File: config.mk
export PLATFORM = sky130hd
export DESIGN_NAME = scan_display6
export DESIGN_NICKNAME = d
export VERILOG_FILES = /design/src/rtl/scan_display6.sv
export SDC_FILE = /design/constraint.sdc
export NUM_CORES = 1
export LEC_CHECK = 0
export CAP_MARGIN = 20
export CORE_AREA = 2 2 55 57
export DETAILED_ROUTE_END_ITERATION = 16
export DIE_AREA = 0 0 57 59
export GPL_TIMING_DRIVEN = 0
export PLACE_DENSITY = 0.79
export SLEW_MARGIN = 15
export SYNTH_ARGS = -nofsm -noshare
export SYNTH_HDL_FRONTEND = slang
export SYNTH_SLANG_ARGS = --single-unit
File: constraint.sdc
create_clock -name clk -period 3.1 [get_ports clk]
set_input_delay 0.62 -clock clk [delete_from_list [all_inputs] [get_ports clk]]
set_output_delay 0.62 -clock clk [all_outputs]
set_load 0.01 [all_outputs]
File: src/rtl/scan_display6.sv
// Time-multiplexed 6-digit common-anode 7-segment driver with a blanking gap between digits.
// Each slot is DIV cycles: BLANK_CYC dark cycles, then the selected digit is lit.
module scan_display6 #(
    parameter int unsigned DIV       = 1000,
    parameter int unsigned BLANK_CYC = 2
) (
    input  logic       clk,
    input  logic       rst,
    input  logic [3:0] bcd,
    input  logic [5:0] dp_mask,
    output logic [3:0] sel,
    output logic [5:0] an,
    output logic [6:0] seg,
    output logic       dp
);

    localparam int unsigned CW = (DIV > 1) ? $clog2(DIV) : 1;

    localparam logic [0:0] BLANK = 1'b0;
    localparam logic [0:0] SHOW  = 1'b1;

    localparam logic [CW-1:0] BLANK_LAST = CW'(BLANK_CYC - 1);
    localparam logic [CW-1:0] DIV_LAST   = CW'(DIV - 1);

    logic [0:0]    state_q, state_d;
    logic [CW-1:0] cnt_q, cnt_d;
    logic [3:0]    sel_d;
    logic [5:0]    onehot;
    logic [5:0]    an_d;
    logic [6:0]    seg_d, seg_dec;
    logic          dp_d;
    logic          lit;

    // Active-low gfedcba; 4'hF and anything unlisted stay dark.
    always_comb begin
        seg_dec = 7'b1111111;
        case (bcd)
            4'h0: seg_dec = 7'b1000000;
            4'h1: seg_dec = 7'b1111001;
            4'h2: seg_dec = 7'b0100100;
            4'h3: seg_dec = 7'b0110000;
            4'h4: seg_dec = 7'b0011001;
            4'h5: seg_dec = 7'b0010010;
            4'h6: seg_dec = 7'b0000010;
            4'h7: seg_dec = 7'b1111000;
            4'h8: seg_dec = 7'b0000000;
            4'h9: seg_dec = 7'b0010000;
            4'hA: seg_dec = 7'b0001000;
            4'hB: seg_dec = 7'b0000011;
            4'hC: seg_dec = 7'b1000110;
            4'hD: seg_dec = 7'b0100001;
            4'hE: seg_dec = 7'b0000110;
            default: seg_dec = 7'b1111111;
        endcase
    end

    always_comb begin
        state_d = state_q;
        cnt_d   = cnt_q + 1'b1;
        sel_d   = sel;
        if (state_q == BLANK) begin
            if (cnt_q == BLANK_LAST) begin
                state_d = SHOW;
            end
        end else if (cnt_q == DIV_LAST) begin
            // sel only moves on BLANK entry so the mux settles before the next SHOW
            state_d = BLANK;
            cnt_d   = '0;
            sel_d   = (sel == 4'd5) ? 4'd0 : sel + 4'd1;
        end

        lit    = (state_d == SHOW);
        onehot = 6'b000001 << sel;
        an_d   = lit ? ~onehot : 6'h3F;
        seg_d  = lit ? seg_dec : 7'h7F;
        dp_d   = lit ? ~|(dp_mask & onehot) : 1'b1;
    end

    always_ff @(posedge clk) begin
        if (rst) begin
            state_q <= BLANK;
            cnt_q   <= '0;
            sel     <= 4'd0;
            an      <= 6'h3F;
            seg     <= 7'h7F;
            dp      <= 1'b1;
        end else begin
            state_q <= state_d;
            cnt_q   <= cnt_d;
            sel     <= sel_d;
            an      <= an_d;
            seg     <= seg_d;
            dp      <= dp_d;
        end
    end

endmodule

# ---- Word level (Yosys, flattened, before mapping)
# Memories as Yosys holds them, arrays and structs flattened. A register that Yosys moved wholly into a read port is not among the register bits.
# Index checks and enable logic that the tools add are counted.
dict set report word_totals {
  regBits 22
  rom_bits 112
  mem_count 1
}
# memory depth width read_ports rd_ports_with_merged_regs wr line_no
set mem_list {}
lappend mem_list {{(name not given)} 16 7 1 1 0 37} ;# case (bcd)
dict set report classes {
  add_sub_neg 2
  n_eq_ne 3
  shifts 1
  mux 6
  n_bitwise 3
  reduce_logical 4
}
# operator n
set op_table {}
lappend op_table {{two-way mux 10 bit} 2}
lappend op_table {{adder 10 x 1 -> 10 bit (second input constant)} 1}
lappend op_table {{== test 10 x 1 -> 1 bit (second input constant)} 1}
lappend op_table {{== test 10 bit (second input constant)} 1}
lappend op_table {{AND 6 bit} 1}
lappend op_table {{NOT 6 bit} 1}
lappend op_table {{OR reduction 6 bit} 1}
lappend op_table {{left shift 1 x 4 -> 6 bit (first input constant)} 1}
lappend op_table {{adder 4 x 1 -> 4 bit (second input constant)} 1}
lappend op_table {{== test 4 x 3 -> 1 bit (second input constant)} 1}
lappend op_table {{two-way mux 4 bit} 1}
lappend op_table {{two-way mux 1 bit} 3}
lappend op_table {{AND reduction 2 bit} 1}
lappend op_table {{OR reduction 2 bit} 1}
lappend op_table {{zero test 1 bit} 1}
lappend op_table {{NOT 1 bit} 1}

# ---- Logic depth before layout (Yosys ltp)
dict set report logic_depth {
  depth_word 5
  ltp_mapped 7
  ltp_nobuf 6
}

# ---- Worst setup path after synthesis
# OpenSTA, ideal clock, no wires.
dict set report synth_timing {
  path_type {reg2reg}
  from {reg cnt_q[0]}
  to {reg seg[4]}
  setup_time_ps 79
  arrival_ps 1440
  t_required_ps 3021
  setup_slack_ps 1581
  path_stages_with_launch 7
  period_less_slack_ps 1519
  path_cell_list {dfxtp_1 > ha_1 > nand2_1 > o31ai_4 > nor2_2 > buf_6 > o211ai_1}
}
dict set report synth_via {
  elab_chain_len 5
  word_cells_on_any_way 7
  classes_between {eq/ne (2); mux (3); bitwise (1); reduce/logical (1)}
}
# element line_no
set synth_rtl {}
lappend synth_rtl {{start: declaration} 26} ;# logic [CW-1:0] cnt_q, cnt_d;
lappend synth_rtl {{start signal: assignment} 89} ;# cnt_q <= cnt_d;
lappend synth_rtl {{== test 10 x 1 -> 1 bit or == test 10 bit (tied branches)} {62, 65}}
lappend synth_rtl {{two-way mux 1 bit (on tied branches)} {62, 65}}
lappend synth_rtl {{two-way mux 1 bit *} 61} ;# if (state_q == BLANK) begin
lappend synth_rtl {{NOT 1 bit (no source line) *} -}
lappend synth_rtl {{OR reduction 2 bit (no source line) *} -}
lappend synth_rtl {{end: declaration} 13} ;# output logic [6:0] seg,
# Every way passes the cells marked *; elsewhere a longest branch is shown, timed or not.
# A chain may end at the register's enable or synchronous reset.

# ---- Final worst setup path
dict set report layout_timing {
  from {reg sel[3]}
  to {out sel[3]}
}
# element line_no
set layout_rtl {}
lappend layout_rtl {{start: declaration} 11} ;# output logic [3:0] sel,
lappend layout_rtl {{start signal: assignment} 90} ;# sel <= sel_d;
# No word-level cell between the ends.

==> impl_metrics.yaml <==
power:
  total_power_uw: 695.8
  cellPowerDensity_mw_per_mm2: 392.7
  peakVddDrop_mv: 0.4016
  p_leak_uw: 0.0006679
clock_tree:
  clock-sinks: 29
  cts-root-buf: "clkbuf_4"
  post_cts_resized: 0
  postCtsSetupBuffers: 0
  clock_tree.buffer_depth: 2
  htreeDepth: 2
  cts-hold-fix-buffers: 0
  clock_latency_ps: 320
  tritoncts: "built"
  cts_buffers: 5
  clkTransAtPathRegs_ps: 80
grt:
  grt_overflow: 0
  grt_pass1_vias: 1112
  antenna_found_initial: 0
  grt_max_degree: 11
  grt_pass1_wl_mm: 4.671
  grt_usage: 0.1848
route:
  wl_per_cell_microns: 12.06
  antenna_left: 0
  vias_per_cell: 5.176
  drt_pre_antenna_iters: 4
  vias: 1149
  drc_errors: 0
  drt_iter0_drc: 25
  wirelength_mm: 2.677
logic_synthesis:
  ys_ff_latch: 29
  syn_inst: 154
  synth_seq_area_share: 0.4173
  yosysWarnings: 0
  synth_top_flop_cell: "dfxtp_1"
  ys_types: 37
  async_flop_share: 0
  syn_nets: 175
  synth.avg_cell_area_sq_um: 9.035
  synth_edf_count: 0
  netlist_area_sq_mm: 0.001391
worst_hold_path:
  holdPathEnd: "cnt_q[0]"
  hold_start: "cnt_q[0]"
  worst_hold_path.num_cells: 1
  min-delay-path-class: "flip-flop to flip-flop"
timing:
  rsz0062_at_grt: "false"
  maxSlewHeadroom: 0.6955
  setup_violations: 0
  finalMaxSlewViolations: 0
  layout_min_cycle_time_ps: 1985
  tns_ps: 0
  tightest_slew_ps: 450.5
  finalHoldViolCount: 0
  fin_skew_ps: 7.012
  clock.fmax_mhz: 503.8
  finalCritPeriodShare: 0.6404
layout:
  stdcell_area_sq_mm: 0.001772
  final_nets: 211
  drive_above_1_share: 0.07330
  syn2layout_area_growth_pct: 27.34
  multi_input_area_sq_um: 742.0
  diodes: 0
  seqCellArea_sq_um: 580.6
  nFillCells: 254
worst_setup_path:
  cp_num_buf_inv: 1
  slowest_delay_ps: 590
  worst_setup_path_start_kind: "flip-flop"
  critPathSlowestCell: "clkdlybuf4s50_1"
  regToRegStartpoint: "cnt_q[0]"
  r2r_cells: 6
  cp_max_fo: 7
  crit_cells: 1
  cp.arrival_ps: 1370
  r2r_end: "an[1]"
  endpoint_kind: "primary output"
  r2r_slack_ps: 1340
  crit_required_ps: 2480
  critPathKind: "flip-flop to primary output"
  cp_top_family: "buffers and inverters"
  worstPathCellList: "clkdlybuf4s50_1"
outcome:
  status: "completed"
floorplan:
  die_w_microns: 57
  core_region_area_sq_mm: 0.002710
  placementRows: 19
  die_h_microns: 59
  io_pins: 30
  dieArea_sq_mm: 0.003363
  initial_core_util: 0.5134
place:
  gp_congestion: 0.7892
  port_buffers: 29
  place_hpwl_mm: 2.127
  placed_cell_area_sq_mm: 0.001720
flow_run:
  max_cap_viol_count: 0
[flip-flops by register name, indices dropped and copies added (netlist names)]
signal and cells:
cnt_q 10, seg 7, sel 4, state_q 1, dp 1, an 6
[cell usage after synthesis (3+ instances only)]
cell type / n / area (sq um)
clkbuf_1: 5 / 18.77
a21oi_1: 3 / 15.01
nand3_1: 13 / 65.06
xnor2_1: 6 / 52.55
dfxtp_1: 29 / 580.6
o21ai_0: 3 / 15.01
nand2_1: 11 / 41.29
and3_1: 3 / 18.77
mux2i_1: 4 / 40.04
nor3_1: 5 / 25.02
inv_1: 9 / 33.78
xor2_1: 3 / 26.28
o311ai_0: 4 / 35.03
nor2_1: 19 / 71.32
ha_1: 9 / 112.6
[worst max path at each step]
| stage | from | to | slack [ps] |
|---|---|---|---|
| after CTS | sel[3] | sel[3] | 1100 |
| after global placement | bcd[0] | seg[1] | 920 |
| after floorplan | cnt_q[0] | seg[4] | 1580 |
| after global routing | sel[3] | sel[3] | 1040 |
| after detailed placement | bcd[0] | seg[1] | 850 |
| final | sel[3] | sel[3] | 1110 |
[cells by family after synthesis]
family,synth area share
buf+inv,0.04946
flops,0.4173
compound gates,0.09801
fa+ha+maj,0.08094
xor+xnor,0.05666
simple gates,0.2608
mux,0.03687
[final cells by class]
class                      count  area share
clock buffer                   6     0.02331
sequential                    29      0.3277
multi-input combinational    109      0.4188
buffer                         7     0.01977
clock inverter                 2    0.005650
inverter                       9     0.01907
timing repair buffer          29      0.1638
tap                           31     0.02189
[per-layer routing]
layer  track usage  wire, microns  vias up
met5             0              0        -
met4       0.08970             57        0
met3       0.05895            112        6
met2        0.3317           1363       24
met1        0.1964           1144      513
li1              -              -      606
[layout by cell type (no fill, tap or decap), drive strengths merged, types with 2 or more instances in the layout]
cell type,n
a21oi,3
a31oi,2
and3,3
buf,2
clkbuf,11
clkdlybuf4s50,29
clkinv,2
dfxtp,29
ha,9
inv,9
mux2i,4
nand2,11
nand2b,2
nand3,13
nand3b,2
nand4,3
nor2,20
nor3,5
nor4,3
o211ai,2
o21ai,3
o311ai,4
xnor2,6
xor2,3
[where the power goes]
part           switching, uW  internal (uW)  leakage (uW)  total [uW]
combinational           45.4           50.2      0.000399        95.5
clock                    121           86.1     0.0000320         207
sequential              6.29            387      0.000236         393
total                    173            523      0.000668         696
[through the flow]
step / hold WS, ps / std cells / setup slack [ps] / utilization
floorplan: 444.6 / 154 / 1581 / -
global placement: 460.2 / 214 / 922.1 / 0.6348
detailed placement: 479.2 / 214 / 853.1 / 0.6348
CTS: 499.8 / 222 / 1104 / 0.6537
global route: 526.2 / 222 / 1036 / 0.6537
finish: 490.3 / 222 / 1115 / 0.6537
Note: power is estimated with default switching activity, not from simulation.
